`config.mk`:
```
export PLATFORM = sky130hd
export DESIGN_NAME = pong_game_ctrl
export DESIGN_NICKNAME = d
export VERILOG_FILES = /design/src/rtl/pong_game_ctrl.sv
export SDC_FILE = /design/constraint.sdc
export NUM_CORES = 1
export LEC_CHECK = 0
export CORE_ASPECT_RATIO = 0.75
export CORE_MARGIN = 1.5
export CORE_UTILIZATION = 44
export CTS_CLUSTER_SIZE = 25
export DETAILED_ROUTE_END_ITERATION = 6
export GPL_ROUTABILITY_DRIVEN = 0
export PLACE_DENSITY_LB_ADDON = 0.05
export REMOVE_ABC_BUFFERS = 1
export SLEW_MARGIN = 30
export SYNTH_ARGS = -nofsm -noshare
export SYNTH_HDL_FRONTEND = slang
export SYNTH_SLANG_ARGS = --single-unit
```
`constraint.sdc`:
```
create_clock -name i_Clk -period 1.6 [get_ports i_Clk]
set_clock_uncertainty 0.1 [all_clocks]
set_input_delay 0.24 -clock i_Clk [delete_from_list [all_inputs] [get_ports i_Clk]]
set_output_delay 0.24 -clock i_Clk [all_outputs]
set_load 0.005 [all_outputs]
```
`src/rtl/pong_game_ctrl.sv`:
```
// PONG match sequencer: frame tick, match FSM, scores and serve control.
// Define PONG_AUTO_RESTART_EN to return from GAME_OVER to IDLE after a timeout.
module pong_game_ctrl #(
   parameter int total_col          = 800,
   parameter int total_row          = 525,
   parameter int active_col         = 640,
   parameter int active_row         = 480,
   parameter int score_limit        = 9,
   parameter int serve_delay_frames = 60
) (
   input  logic       i_Clk,
   input  logic       i_Rst,
   input  logic [9:0] i_X_Cursor,
   input  logic [9:0] i_Y_Cursor,
   input  logic       i_Start,
   input  logic       i_P1_Miss,
   input  logic       i_P2_Miss,
   output logic       o_Frame_Tick,
   output logic       o_Game_Active,
   output logic       o_Ball_Reset,
   output logic       o_Serve_Dir,
   output logic [3:0] o_P1_Score,
   output logic [3:0] o_P2_Score,
   output logic [1:0] o_Winner,
   output logic [2:0] o_State
);

   localparam logic [2:0] IDLE      = 3'd0;
   localparam logic [2:0] SERVE     = 3'd1;
   localparam logic [2:0] PLAY      = 3'd2;
   localparam logic [2:0] POINT     = 3'd3;
   localparam logic [2:0] GAME_OVER = 3'd4;

   localparam logic [9:0] tick_row   = 10'(active_row);
   localparam logic [9:0] serve_cnt  = 10'(serve_delay_frames);
   localparam logic [9:0] idle_cnt   = 10'(4 * serve_delay_frames);
   localparam logic [3:0] limit      = 4'(score_limit);
   // A frame with no vertical blank can never tick.
   localparam bit         geom_ok    = (active_col < total_col) &&
                                       (active_row < total_row);

   logic       start_d;
   logic       start_evt;
   logic       tick_hit;
   logic [9:0] cnt;
   logic [9:0] cnt_inc;
   logic [2:0] state_n;
   logic [3:0] p1_n;
   logic [3:0] p2_n;
   logic       dir_n;
   logic [1:0] win_n;
   logic [9:0] cnt_n;

   assign start_evt = i_Start & ~start_d;
   assign tick_hit  = geom_ok && (i_X_Cursor == 10'd0) &&
                      (i_Y_Cursor == tick_row);
   assign cnt_inc   = cnt + 10'd1;

   always_comb begin
      state_n = o_State;
      p1_n    = o_P1_Score;
      p2_n    = o_P2_Score;
      dir_n   = o_Serve_Dir;
      win_n   = o_Winner;
      cnt_n   = cnt;
      case (o_State)
         IDLE: begin
            if (start_evt) begin
               state_n = SERVE;
               p1_n    = 4'd0;
               p2_n    = 4'd0;
               dir_n   = 1'b1;
               cnt_n   = 10'd0;
            end
         end
         SERVE: begin
            if (o_Frame_Tick) begin
               if (cnt_inc == serve_cnt) begin
                  state_n = PLAY;
                  cnt_n   = 10'd0;
               end else begin
                  cnt_n   = cnt_inc;
               end
            end
         end
         PLAY: begin
            if (i_P1_Miss && i_P2_Miss) begin
               state_n = SERVE;
               cnt_n   = 10'd0;
            end else if (i_P1_Miss) begin
               p2_n    = o_P2_Score + 4'd1;
               dir_n   = 1'b0;
               state_n = POINT;
            end else if (i_P2_Miss) begin
               p1_n    = o_P1_Score + 4'd1;
               dir_n   = 1'b1;
               state_n = POINT;
            end
         end
         POINT: begin
            cnt_n = 10'd0;
            if (o_P1_Score == limit) begin
               state_n = GAME_OVER;
               win_n   = 2'b01;
            end else if (o_P2_Score == limit) begin
               state_n = GAME_OVER;
               win_n   = 2'b10;
            end else begin
               state_n = SERVE;
            end
         end
         GAME_OVER: begin
            if (start_evt) begin
               state_n = SERVE;
               p1_n    = 4'd0;
               p2_n    = 4'd0;
               win_n   = 2'b00;
               dir_n   = 1'b1;
               cnt_n   = 10'd0;
            end
`ifdef PONG_AUTO_RESTART_EN
            else if (o_Frame_Tick) begin
               if (cnt_inc == idle_cnt) begin
                  state_n = IDLE;
                  p1_n    = 4'd0;
                  p2_n    = 4'd0;
                  win_n   = 2'b00;
                  cnt_n   = 10'd0;
               end else begin
                  cnt_n   = cnt_inc;
               end
            end
`else
            else if (idle_cnt == 10'd0) begin
               cnt_n = 10'd0;
            end
`endif
         end
         default: begin
            state_n = IDLE;
            cnt_n   = 10'd0;
         end
      endcase
   end

   always_ff @(posedge i_Clk or posedge i_Rst) begin
      if (i_Rst) begin
         o_State       <= IDLE;
         o_P1_Score    <= 4'd0;
         o_P2_Score    <= 4'd0;
         o_Winner      <= 2'b00;
         o_Serve_Dir   <= 1'b1;
         o_Frame_Tick  <= 1'b0;
         o_Game_Active <= 1'b0;
         o_Ball_Reset  <= 1'b1;
         cnt           <= 10'd0;
         start_d       <= 1'b0;
      end else begin
         o_State       <= state_n;
         o_P1_Score    <= p1_n;
         o_P2_Score    <= p2_n;
         o_Winner      <= win_n;
         o_Serve_Dir   <= dir_n;
         o_Frame_Tick  <= tick_hit;
         o_Game_Active <= (state_n == PLAY);
         o_Ball_Reset  <= (state_n != PLAY);
         cnt           <= cnt_n;
         start_d       <= i_Start;
      end
   end

endmodule

```
==> results.txt <==
In this run the critical register-to-register path is captured at cnt[8]$_DFFE_PP0P_. The via count was 2147; the biggest fanout along the worst timing path was 3. In the final routed layout, each cell accounts on average for 21.4 microns.

The TritonCTS sink count is 28. The logs give 316 for the net total in the final layout and 1740 ps for the endpoint required time on the critical path. Post-route minimum period: 1820 ps. The via count of the first global-routing pass was 2035; the share of layout cells above drive strength 1 was 49.1%. The worst path uses 114% of the clock period. The global-route usage over all layers was 30.4%. The run gives -220 ps as the internal reg-to-reg setup slack. The tools report the maximum number of buffers from clock root to sink as 2.

The fraction of synthesized cell area taken by the top area cell type is 38.0%. The share of synthesized area occupied by flip-flops and latches was 41.0%. The number of buffer and inverter stages on the critical path works out to 1.

Adding up every negative setup slack in the final design gives -3190 ps. The number of H-tree levels was 1. The initial cell density of the core was 46.5%; the global-route wire length before repair was 9850 microns. The cell count along the critical path is 6. The prevailing post-synth register cell is dfrtp_1.

Clock-pin slew was measured on the worst setup and hold paths at 110 ps. The growth of design area from synthesis to finish was 84.2%; the overall routed net length was 7220 microns. Excluding fillers, the count of instances in the completed layout stands at 337. Ranked by total cell area, the synthesized netlist is headed by dfrtp_1 (38%), ha_1 (3.6%), dfstp_2 (3.1%), nand2_1 (3.1%), o41ai_1 (2.6%). The die footprint is 0.00428 sq mm. The worst register-to-register path begins at cnt[1]$_DFFE_PP0P_.

The average footprint of a synthesized cell came out at 9.63 sq um. The worst slew margin relative to its limit was 66.0%. The upper clock frequency limit was 0.549 GHz; the post-synthesis sequential element count was 28. dfrtp_1 is the most common cell in the netlist. The logs give 670 uV for the largest voltage drop on the vdd net and 0.00316 sq mm for the area of all placed cells without fillers. The slew at the pin closest to its max-slew limit is 505 ps, and the number of search-and-repair iterations in the first detailed-routing pass is 5. The count of final hold-check violations is 0.

Area of the core region: 0.00368 sq mm. The tools report the kind of end point of the critical path as a flop. Counting flops with an async set or reset pin after synthesis yields a share of 100%.

Sorting the synthesized cells by how often they occur yields dfrtp_1 (26), nand2_1 (14), nor2_1 (11), inv_1 (8), nand3_1 (7). The tightest hold margin was 222 ps. TritonCTS built the clock tree. The run gives 0 as the total congestion overflow. The final reports fail on negative setup slack. The Yosys step of the flow raised 0 warnings. The total standard cell area after synthesis was 0.00171 sq mm. For the source-to-sink clock delay at the later pin of the worst-skew pair, the log shows 290 ps. The largest delay contributor family on the critical path is simple AND/OR/NAND/NOR gates. The static power due to leakage was 1.32 nW. TritonCTS created 3 clock buffers. The horizontal extent of the die was 75.1 microns; the length in cells of the worst reg-to-reg path was 6. The root cell of the clock tree is clkbuf_8. 42 I/O pins were placed. STA classifies the critical path startpoint as a flop.

In this run the core area contains 19 standard-cell rows. The tools report the critical path arrival as 1960 ps. The end point of the critical path is cnt[8]$_DFFE_PP0P_.

The tool flagged a number of max-cap violations equal to 0. Traced cell by cell, the critical path runs through ha_4, buf_4, and3_1, nand3_1, nor4_1, or2_1. The logs give 23 for the final count of negative-setup-slack endpoints and 0.00251 sq mm for the instance area at placement.

The number of input and output port buffers inserted was 41; the power per cell area was 741 mW/mm^2. Yosys mapped a number of flops with a built-in enable equal to 0. The run finished, with violations left. In this run, post-CTS hold repair placed 0 buffers. Count of different cell masters after synthesis: 57.

The first routing iteration left 370 violations. The path category of the worst min-delay check was input pin to asynchronous set/reset pin. The HPWL after detailed placement is 3830 microns.

Once placement completed, the tool counted placed cells totaling 310. The number of antenna diodes in the final layout is 0. The critical path starts at cnt[1]$_DFFE_PP0P_. The library cell contributing the largest single delay on the critical path was dfrtp_1. The run gives 29 as the largest net degree at the start of global routing. Synthesis handed over a netlist of 178 instances. Dividing the detail-routed via count by the number of cells gives 6.37. After detailed routing, the number of remaining DRC violations is 0. The worst setup path category is flop to flop. The final antenna-violating net count came out at 0.

Setup repair after global routing could not meet its margin everywhere. The biggest area contributor in the post-synthesis netlist is dfrtp_1. The initial antenna violation count is 0, and the delay of the slowest cell on the worst path is 410 ps. The run gives -221 ps as the final worst setup slack. Max-slew violation count: 0. The die outline height works out to 57.1 microns.
-- stage by stage --
step	power [mW]	setup slack [ps]	utilization (%)
final	2.34	-221	85.7
after global routing	2.41	-309	85.7
after CTS	2.17	-121	79.2
after detailed placement	1.52	-368	68.1
after global placement	1.48	-343	68.1
after floorplan	1.09	-200	-
-- power breakdown --
group / internal [mW] / switching [mW]
Clock: 0.336 / 0.251
Sequential: 0.786 / 0.0638
Combinational: 0.498 / 0.403
-- repair_timing --
item / CTS / global route
pin swaps: 23 / 14
gates cloned: 0 / 1
setup buffers: 17 / 9
endpoints found under the setup margin: 30 / 29
resized for setup: 63 / 41
-- placed cells by master, fill, tap and decap left out, drive strengths merged, types with 3 or more instances in the layout --
cell / netlist / final
a21o: 3 / 3
a21oi: 3 / 3
a2bb2oi: 3 / 3
and3: 3 / 3
buf: 7 / 72
clkbuf: 3 / 4
clkdlybuf4s50: 0 / 31
dfrtp: 26 / 26
dlygate4sd2: 0 / 9
ha: 5 / 5
inv: 8 / 8
nand2: 14 / 14
nand2b: 4 / 4
nand3: 7 / 7
nor2: 11 / 11
nor3: 3 / 3
nor4: 5 / 5
nor4b: 3 / 3
o211ai: 4 / 4
o21ai: 10 / 10
o31ai: 5 / 5
o41ai: 5 / 5
or2: 3 / 3
xnor2: 3 / 3
-- worst register-to-register path, cell delays in order (launching register included) --
cell and delay, ps:
dfrtp_1 410, ha_4 170, buf_4 110, and3_1 250
nand3_1 200, nor4_1 360, or2_1 170
-- registers in the layout, summed over array words and instances, names as in the netlist --
signal	flops
cnt	10
o_Winner	2
o_State	3
o_Frame_Tick	1
start_d	1
o_Ball_Reset	1
o_Serve_Dir	1
o_P2_Score	4
o_Game_Active	1
o_P1_Score	4
-- routing by layer --
| layer | wire length, microns | track usage, % | up-vias |
|---|---|---|---|
| li1 | - | - | 891 |
| met1 | 2870 | 40.7 | 1022 |
| met2 | 3200 | 47.5 | 182 |
| met3 | 791 | 7.95 | 52 |
| met4 | 354 | 10.9 | 0 |
| met5 | 0 | 0 | - |
-- worst min path at each step --
stage	startpoint	to	slack [ps]	cells after the start
after global routing	i_Rst	cnt[8]$_DFFE_PP0P_	300	3
after detailed placement	o_Serve_Dir$_DFFE_PP1P_	o_Serve_Dir$_DFFE_PP1P_	410	1
after CTS	i_Rst	cnt[8]$_DFFE_PP0P_	230	3
after global placement	o_Winner[0]$_DFFE_PP0P_	o_Winner[0]$_DFFE_PP0P_	400	2
final	i_Rst	o_P1_Score[1]$_DFFE_PP0P_	220	3
after floorplan	i_Start	start_d$_DFF_PP0_	170	0
-- layout make-up --
type                       count  area, sq um
inverter                       8         30.0
clock inverter                 1         30.0
fill                         182          528
timing repair buffer         113         1020
sequential                    28          711
multi-input combinational    132         1260
clock buffer                   3         41.3
tap                           52         65.1
-- cells by family after synthesis --
| logic type | Yosys count | synth area share [%] |
|---|---|---|
| AO/OA/AOI/OAI | 49 | 21.5 |
| XOR/XNOR | 5 | 2.56 |
| AND/OR/NAND/NOR | 71 | 25.3 |
| multiplexers | 2 | 1.31 |
| adder cells (fa/ha/maj) | 5 | 3.65 |
| flip-flops | 28 | 41.0 |
| buffers and inverters | 18 | 4.60 |
Power figures use the tool's default switching activity.
